[src/rtl/mesi_bus_arbiter_lv1_pkg.sv]
// Shared constants for the MESI L1 snoop-bus arbiter: bus command codes,
// controller states and the default core count.
package mesi_bus_pkg_lv1;

    localparam int DEF_NUM_CORES = 4;

    localparam logic [1:0] CMD_NOP = 2'b00;
    localparam logic [1:0] CMD_RD  = 2'b01;
    localparam logic [1:0] CMD_RDX = 2'b10;
    localparam logic [1:0] CMD_INV = 2'b11;

    typedef enum logic [1:0] {
        IDLE  = 2'd0,
        SNOOP = 2'd1,
        DONE  = 2'd2
    } state_e;

endpackage

[src/rtl/mesi_bus_arbiter_lv1_if.sv]
// Snoop-bus bundle between the L1 controllers (master side) and the bus
// arbiter (slave side).
interface mesi_bus_arbiter_lv1_if
    import mesi_bus_pkg_lv1::*;
#(
    parameter int NUM_CORES = DEF_NUM_CORES,
    parameter int ADDR_WID  = 32,
    parameter int CMD_WID   = 2,
    parameter int SRC_WID   = $clog2(NUM_CORES)
);
    logic [NUM_CORES-1:0]          bus_req;
    logic [NUM_CORES*CMD_WID-1:0]  bus_cmd;
    logic [NUM_CORES*ADDR_WID-1:0] bus_addr;
    logic [NUM_CORES-1:0]          snoop_done;
    logic [NUM_CORES-1:0]          snoop_shared;

    logic [NUM_CORES-1:0]          bus_gnt;
    logic                          bus_rd;
    logic                          bus_rdx;
    logic                          invalidate;
    logic [ADDR_WID-1:0]           snoop_addr;
    logic [SRC_WID-1:0]            snoop_src;
    logic [NUM_CORES-1:0]          bus_done;
    logic                          bus_shared;
    logic                          bus_err;
    logic                          busy;

    modport master (
        output bus_req, bus_cmd, bus_addr, snoop_done, snoop_shared,
        input  bus_gnt, bus_rd, bus_rdx, invalidate, snoop_addr, snoop_src,
               bus_done, bus_shared, bus_err, busy
    );

    modport slave (
        input  bus_req, bus_cmd, bus_addr, snoop_done, snoop_shared,
        output bus_gnt, bus_rd, bus_rdx, invalidate, snoop_addr, snoop_src,
               bus_done, bus_shared, bus_err, busy
    );

endinterface

[src/rtl/mesi_bus_arbiter_lv1_rr_arbiter.sv]
// Combinational round-robin pick: first set request bit searching upward
// from last_gnt+1, wrapping modulo NUM_CORES (a power of two).
module rr_arbiter_lv1 #(
    parameter int NUM_CORES = 4,
    parameter int SRC_WID   = $clog2(NUM_CORES)
) (
    input  logic [NUM_CORES-1:0] req,
    input  logic [SRC_WID-1:0]   last_gnt,
    output logic [NUM_CORES-1:0] gnt,
    output logic [SRC_WID-1:0]   idx,
    output logic                 valid
);

    logic [SRC_WID-1:0] cand;

    always_comb begin
        gnt   = '0;
        idx   = '0;
        valid = 1'b0;
        cand  = '0;
        // i == NUM_CORES wraps back to last_gnt itself, so it has lowest priority
        for (int i = 1; i <= NUM_CORES; i++) begin
            cand = last_gnt + SRC_WID'(i);
            if (!valid && req[cand]) begin
                valid = 1'b1;
                idx   = cand;
            end
        end
        if (valid) begin
            gnt[idx] = 1'b1;
        end
    end

endmodule

[src/rtl/mesi_bus_arbiter_lv1.sv]
// Snoop-bus controller for the 4-core MESI L1 complex: round-robin grant,
// command broadcast, snoop completion/shared collection with timeout.
//
//   state | meaning
//   IDLE  | waiting for any bus_req; picks winner and latches cmd/addr
//   SNOOP | command broadcast, collecting snoop_done / snoop_shared
//   DONE  | one-cycle bus_done pulse to owner with shared/err result
module mesi_bus_arbiter_lv1
    import mesi_bus_pkg_lv1::*;
#(
    parameter int NUM_CORES   = DEF_NUM_CORES,
    parameter int ADDR_WID    = 32,
    parameter int CMD_WID     = 2,
    parameter int TIMEOUT_CYC = 16
) (
    input logic                    clk,
    input logic                    rst_n,
    mesi_bus_arbiter_lv1_if.slave  bus
);

    localparam int SRC_WID = $clog2(NUM_CORES);
    localparam int CNT_WID = $clog2(TIMEOUT_CYC);

    localparam logic [1:0] ST_IDLE  = 2'(IDLE);
    localparam logic [1:0] ST_SNOOP = 2'(SNOOP);
    localparam logic [1:0] ST_DONE  = 2'(DONE);

    logic [1:0]           state;
    logic [SRC_WID-1:0]   owner;
    logic [SRC_WID-1:0]   last_gnt;
    logic [CMD_WID-1:0]   cmd_q;
    logic [ADDR_WID-1:0]  addr_q;
    logic [NUM_CORES-1:0] mask;
    logic                 shared_acc;
    logic                 err_q;
    logic [CNT_WID-1:0]   tmr;

    logic [NUM_CORES-1:0] win_gnt;
    logic [SRC_WID-1:0]   win_idx;
    logic                 win_valid;
    logic [CMD_WID-1:0]   win_cmd;
    logic [ADDR_WID-1:0]  win_addr;
    logic [NUM_CORES-1:0] owner_oh;
    logic [NUM_CORES-1:0] mask_nxt;
    logic                 shared_nxt;

    rr_arbiter_lv1 #(
        .NUM_CORES (NUM_CORES),
        .SRC_WID   (SRC_WID)
    ) u_rr (
        .req      (bus.bus_req),
        .last_gnt (last_gnt),
        .gnt      (win_gnt),
        .idx      (win_idx),
        .valid    (win_valid)
    );

    always_comb begin
        win_cmd  = '0;
        win_addr = '0;
        for (int i = 0; i < NUM_CORES; i++) begin
            if (win_gnt[i]) begin
                win_cmd  = bus.bus_cmd[i*CMD_WID +: CMD_WID];
                win_addr = bus.bus_addr[i*ADDR_WID +: ADDR_WID];
            end
        end
    end

    always_comb begin
        owner_oh        = '0;
        owner_oh[owner] = 1'b1;
    end

    // Owner bit is preset in mask, and its own shared indication is masked off
    assign mask_nxt   = mask | bus.snoop_done;
    assign shared_nxt = shared_acc | (|(bus.snoop_done & bus.snoop_shared & ~owner_oh));

    // Timeout is a down-counter loaded at grant; reaching zero in SNOOP forces completion
    always_ff @(posedge clk or negedge rst_n) begin
        if (!rst_n) begin
            state      <= ST_IDLE;
            owner      <= '0;
            last_gnt   <= SRC_WID'(NUM_CORES - 1);
            cmd_q      <= '0;
            addr_q     <= '0;
            mask       <= '0;
            shared_acc <= 1'b0;
            err_q      <= 1'b0;
            tmr        <= '0;
        end else begin
            case (state)
                ST_IDLE: begin
                    if (win_valid) begin
                        owner      <= win_idx;
                        cmd_q      <= win_cmd;
                        addr_q     <= win_addr;
                        mask       <= win_gnt;
                        shared_acc <= 1'b0;
                        err_q      <= 1'b0;
                        tmr        <= CNT_WID'(TIMEOUT_CYC - 1);
                        state      <= (win_cmd == CMD_WID'(CMD_NOP)) ? ST_DONE : ST_SNOOP;
                    end
                end
                ST_SNOOP: begin
                    mask       <= mask_nxt;
                    shared_acc <= shared_nxt;
                    if (&mask_nxt) begin
                        state <= ST_DONE;
                    end else if (tmr == '0) begin
                        err_q <= 1'b1;
                        state <= ST_DONE;
                    end else begin
                        tmr <= tmr - 1'b1;
                    end
                end
                ST_DONE: begin
                    last_gnt <= owner;
                    state    <= ST_IDLE;
                end
                default: state <= ST_IDLE;
            endcase
        end
    end

    assign bus.bus_gnt    = (state == ST_SNOOP || state == ST_DONE) ? owner_oh : '0;
    assign bus.bus_rd     = (state == ST_SNOOP) && (cmd_q == CMD_WID'(CMD_RD));
    assign bus.bus_rdx    = (state == ST_SNOOP) && (cmd_q == CMD_WID'(CMD_RDX));
    assign bus.invalidate = (state == ST_SNOOP) && (cmd_q == CMD_WID'(CMD_INV));
    assign bus.snoop_addr = addr_q;
    assign bus.snoop_src  = owner;
    assign bus.bus_done   = (state == ST_DONE) ? owner_oh : '0;
    assign bus.bus_shared = (state == ST_DONE) && shared_acc;
    assign bus.bus_err    = (state == ST_DONE) && err_q;
    assign bus.busy       = (state != ST_IDLE);

endmodule

[src/flat_wrapper.sv]
// flat-port wrapper written by rule: the top's interface ports become plain ports
module mesi_bus_arbiter_lv1_flat import mesi_bus_pkg_lv1::*;
#(
    parameter int NUM_CORES   = DEF_NUM_CORES,
    parameter int ADDR_WID    = 32,
    parameter int CMD_WID     = 2,
    parameter int TIMEOUT_CYC = 16
)
  (clk, rst_n, bus_bus_req, bus_bus_cmd, bus_bus_addr, bus_snoop_done, bus_snoop_shared, bus_bus_gnt, bus_bus_rd, bus_bus_rdx, bus_invalidate, bus_snoop_addr, bus_snoop_src, bus_bus_done, bus_bus_shared, bus_bus_err, bus_busy);
  mesi_bus_arbiter_lv1_if #(.NUM_CORES(NUM_CORES), .ADDR_WID(ADDR_WID), .CMD_WID(CMD_WID)) bus_i ();
  input logic clk;
  input logic rst_n;
  input wire logic [$bits(bus_i.bus_req)-1:0] bus_bus_req;
  input wire logic [$bits(bus_i.bus_cmd)-1:0] bus_bus_cmd;
  input wire logic [$bits(bus_i.bus_addr)-1:0] bus_bus_addr;
  input wire logic [$bits(bus_i.snoop_done)-1:0] bus_snoop_done;
  input wire logic [$bits(bus_i.snoop_shared)-1:0] bus_snoop_shared;
  output wire logic [$bits(bus_i.bus_gnt)-1:0] bus_bus_gnt;
  output wire logic [$bits(bus_i.bus_rd)-1:0] bus_bus_rd;
  output wire logic [$bits(bus_i.bus_rdx)-1:0] bus_bus_rdx;
  output wire logic [$bits(bus_i.invalidate)-1:0] bus_invalidate;
  output wire logic [$bits(bus_i.snoop_addr)-1:0] bus_snoop_addr;
  output wire logic [$bits(bus_i.snoop_src)-1:0] bus_snoop_src;
  output wire logic [$bits(bus_i.bus_done)-1:0] bus_bus_done;
  output wire logic [$bits(bus_i.bus_shared)-1:0] bus_bus_shared;
  output wire logic [$bits(bus_i.bus_err)-1:0] bus_bus_err;
  output wire logic [$bits(bus_i.busy)-1:0] bus_busy;
  assign bus_i.bus_req = bus_bus_req;
  assign bus_i.bus_cmd = bus_bus_cmd;
  assign bus_i.bus_addr = bus_bus_addr;
  assign bus_i.snoop_done = bus_snoop_done;
  assign bus_i.snoop_shared = bus_snoop_shared;
  assign bus_bus_gnt = bus_i.bus_gnt;
  assign bus_bus_rd = bus_i.bus_rd;
  assign bus_bus_rdx = bus_i.bus_rdx;
  assign bus_invalidate = bus_i.invalidate;
  assign bus_snoop_addr = bus_i.snoop_addr;
  assign bus_snoop_src = bus_i.snoop_src;
  assign bus_bus_done = bus_i.bus_done;
  assign bus_bus_shared = bus_i.bus_shared;
  assign bus_bus_err = bus_i.bus_err;
  assign bus_busy = bus_i.busy;
  mesi_bus_arbiter_lv1 #(.NUM_CORES(NUM_CORES), .ADDR_WID(ADDR_WID), .CMD_WID(CMD_WID), .TIMEOUT_CYC(TIMEOUT_CYC)) u_core (.clk(clk), .rst_n(rst_n), .bus(bus_i));
endmodule
[config.mk]
export PLATFORM = sky130hd
export DESIGN_NAME = mesi_bus_arbiter_lv1_flat
export DESIGN_NICKNAME = d
export VERILOG_FILES = /design/src/rtl/mesi_bus_arbiter_lv1_pkg.sv /design/src/rtl/mesi_bus_arbiter_lv1_if.sv /design/src/rtl/mesi_bus_arbiter_lv1_rr_arbiter.sv /design/src/rtl/mesi_bus_arbiter_lv1.sv /design/src/flat_wrapper.sv
export SDC_FILE = /design/constraint.sdc
export NUM_CORES = 1
export LEC_CHECK = 0
export ABC_AREA = 1
export BUFFER_PORTS_ARGS = -buffer_cell sky130_fd_sc_hd__buf_2
export CORE_MARGIN = 2
export CORE_UTILIZATION = 35
export CTS_BUF_LIST = sky130_fd_sc_hd__clkbuf_8
export DETAILED_ROUTE_END_ITERATION = 10
export PLACE_DENSITY = 0.68
export SLEW_MARGIN = 40
export SYNTH_ARGS = -nofsm -noshare
export SYNTH_HDL_FRONTEND = slang
export SYNTH_SLANG_ARGS = --single-unit
[constraint.sdc]
create_clock -name clk -period 3.2 [get_ports clk]
set_clock_uncertainty 0.05 [all_clocks]
set_input_delay 0.48 -clock clk [delete_from_list [all_inputs] [get_ports clk]]
set_output_delay 0.48 -clock clk [all_outputs]
set_load 0.01 [all_outputs]
==> key figures <==
Floorplanning
  – Die area: 10,730 um^2
  – Number of standard-cell rows in the floorplan: 36
  – Chip Width: 103.6 um
  – I/O pins: 198
  – Starting Density: 35.83%
  – Placeable core region: 9684 um^2
  – Die span in y: 103.6 um

Yosys
  – Area share of the leading cell type in the synthesized netlist: 34.62%
  – Unique masters post-synth: 39
  – Async S/R FF share, synth: 100.0%
  – Share of synthesized area occupied by flip-flops and latches: 36.13%
  – Net Count, Synth: 649
  – Largest cells by area after synthesis: dfrtp_1, nand2_1, o21ai_1
  – Post-synth top flop: dfrtp_1
  – Netlist area before placement: 3470 um^2
  – Dominant cell type by area after synthesis: dfrtp_1
  – Number of cells produced by synthesis: 495
  – Post-synth EDFFs: 0
  – Total of flip-flops plus latches after synthesis: 50
  – Warnings from Yosys: 0
  – Mean area per synthesized cell: 7.009 um^2

Final layout
  – Fill cell count: 1,047
  – Most common cell after layout, fill and taps aside: buf_2
  – Share of post-route cells with drive strength above 1: 36.47%
  – Count of placed standard cells in the final layout, fillers left out: 813
  – Synth-to-Final Area Change: 32.64%
  – Commonest cells after routing, fill and taps aside: buf_2, nand2_1, o21ai_1, dfrtp_1, a31oi_1
  – Layout Nets: 833
  – Count of inserted antenna diode cells: 0

STA
  – Hold violation total from the final report: 0
  – Final critical delay including setup and external delays: 2.775 ns
  – Slew at the pin closest to its max-slew limit: 0.5175 ns
  – Top achievable clock speed: 360.4 MHz
  – Period utilization: 86.71%
  – Finish-stage setup viols: 0
  – Sum of negative setup slack: 0 ns
  – Unrepaired setup endpoints after global routing: no
  – Final Worst Setup Slack: 0.4252 ns
  – Final max-slew violation count: 0
  – Worst relative slew slack: 65.50%

Drt
  – WL/cell: 13.48 um
  – Total DRC errors in the routed layout: 0
  – Number of vias per cell: 4.927
  – Count of nets left with antenna violations after detail routing: 0
  – Routed length on met2: 5606 um
  – Via count: 4,006
  – Detailed Routing Iterations Pass 1: 5
  – Highest metal layer used by the detailed router: met4
  – Sum of routed wire segments on met1: 4564 um
  – Overall routed net length: 10,960 um
  – DR WL met3: 655 um
  – DRT iter0 DRCs: 215

Worst setup path
  – Number of cells on the critical path: 15
  – Crit path max-delay family: simple AND/OR/NAND/NOR gates
  – Longest individual stage delay on the worst path: 0.69 ns
  – Series of cell instances along the critical path: inv_6 -> nand2_1 -> nand2_2 -> nand2_1 -> nand2_2 -> nand2_2 -> nand2_1 -> nand2_1 -> nand2_1 -> nor2_4 -> nand2_4 -> nor2_1 -> nor2_1 -> nand3_1 -> a21oi_1
  – Crit path capture: u_core.state[1]
  – Critical path's most frequent cell: nand2_1
  – Worst endpoint data arrival time: 2.90 ns
  – Max FO, Critical Path: 35
  – CP Launch Type: flop
  – Capturing point of the worst reg2reg path: u_core.state[1]
  – Critical path origin: u_core.last_gnt[0]
  – Worst reg-to-reg setup slack: 0.43 ns
  – Critical-path cell with the highest stage delay: dfstp_2
  – Buffering stage count on the worst path with inverters included: 1
  – Type of destination of the critical path: flop
  – Crit path kind: reg -> reg
  – Required time of the worst setup path: 3.33 ns
  – Reg2Reg Depth: 15
  – FF-to-FF Start: u_core.last_gnt[0]

Run status
  – Outcome: finished clean

Clock network
  – Maximum buffer depth of the clock tree: 2
  – Setup Fix Bufs, Post-CTS: 0
  – CTS Root Buffer Type: clkbuf_8
  – Post-CTS sizing: 0
  – CTS Buf Count: 5
  – CTS Sinks: 50
  – Clock-pin slew of the registers on the worst-case setup and hold paths: 0.10 ns
  – TritonCTS clock tree: built
  – Maximum level of the CTS H-tree: 2
  – Latest clock arrival within the worst-skew pair: 0.31 ns
  – Number of buffers inserted by hold repair at cts: 0

GRT
  – Vias in the first global route: 3,865
  – Total routing usage reported by global routing: 19.96%
  – First-pass GRT wire length: 17,840 um
  – Pin count of the biggest net entering global routing: 41
  – Initial antenna violation count: 0
  – Overflow left after global routing: 0

Placement
  – Post-DP HPWL: 8547 um
  – Final Wtd Congestion: 0.8633
  – Worst slack at placement: 0.4476 ns
  – Total instance count after detailed placement: 805
  – Buffers added on ports: 197

Power and ir drop
  – IR drop worst, VDD: 0.5387 mV
  – Power density over the cells: 1189 nW/um^2
  – Lkg Pwr: 2.462 nW

Min path
  – Worst min-delay path category: in -> async

Flow run
  – Max capacitance violation total: 0
## power by group
part | internal (mW) | switching [mW] | total (mW)
sequential | 0.966 | 0.210 | 1.18
combinational | 1.29 | 2.63 | 3.92
clock | 0.157 | 0.222 | 0.379
## synthesized netlist by cell type, types with 2 or more instances
library cell	number
buf_6	4
or2_0	2
nor2_4	3
nand3_2	2
a21oi_1	3
nand2_2	10
nor2_1	22
buf_2	5
a31oi_1	34
ha_1	4
nand2_1	185
inv_1	25
dfstp_2	2
inv_2	3
nand4_1	2
o21ai_2	2
nand2_4	5
dfrtp_1	48
o21ai_0	18
nand3_1	19
nor3_1	5
buf_4	7
clkbuf_1	9
nor2_8	2
o21ai_1	60
## flip-flops by register name, indices dropped and copies added, names as in the netlist
name                   cells
u_core.shared_acc          1
u_core.cmd_q               2
u_core.bus.snoop_addr     32
u_core.state               2
u_core.tmr                 4
u_core.mask                4
u_core.bus.snoop_src       2
u_core.last_gnt            2
u_core.err_q               1
## area by class of cell
class                           instances  area (um^2)  area share [%]
Clock buffer                            5        68.82           1.495
Clock inverter                          3        23.77          0.5166
Inverter                               31        125.1           2.719
Multi-Input combinational cell        388         1931           41.95
Sequential cell                        50         1254           27.24
Tap cell                              133        166.4           3.616
Timing Repair Buffer                  203         1033           22.46
## logic make-up after synthesis
group	after synthesis	synth area share [%]
adders and majority gates	4	1.443
DFF	50	36.13
and+or+nand+nor	263	34.58
buffers and inverters	57	8.222
AOI/OAI and AO/OA	121	19.62
## worst min-delay path by stage
stage / start / to / slack (ns)
after floorplan: rst_n / u_core.bus.snoop_addr[0] / 0.13
after global placement: u_core.bus.snoop_addr[5] / u_core.bus.snoop_addr[5] / 0.41
after detailed placement: u_core.bus.snoop_addr[27] / u_core.bus.snoop_addr[27] / 0.41
after CTS: rst_n / u_core.mask[3] / 0.23
after global routing: rst_n / u_core.mask[3] / 0.09
final: rst_n / u_core.mask[3] / 0.07
## layer usage
layer	GRT usage (%)	vias up
met4	3.958	0
li1	-	2004
met3	3.084	11
met1	23.97	1833
met2	37.70	158
met5	0	-
## per-stage QoR
step                      area [um^2]  hold WS (ns)  utilization, %  total power, mW
after floorplan                  3470        0.1344               -            4.204
after global placement           4507        0.4109           46.54            5.026
after detailed placement         4507        0.4124           46.54            5.140
after CTS                        4599        0.2258           47.49            5.533
after global routing             4602       0.08773           47.52            6.039
final                            4602       0.06841           47.52            5.474
Power figures use the tool's default switching activity.
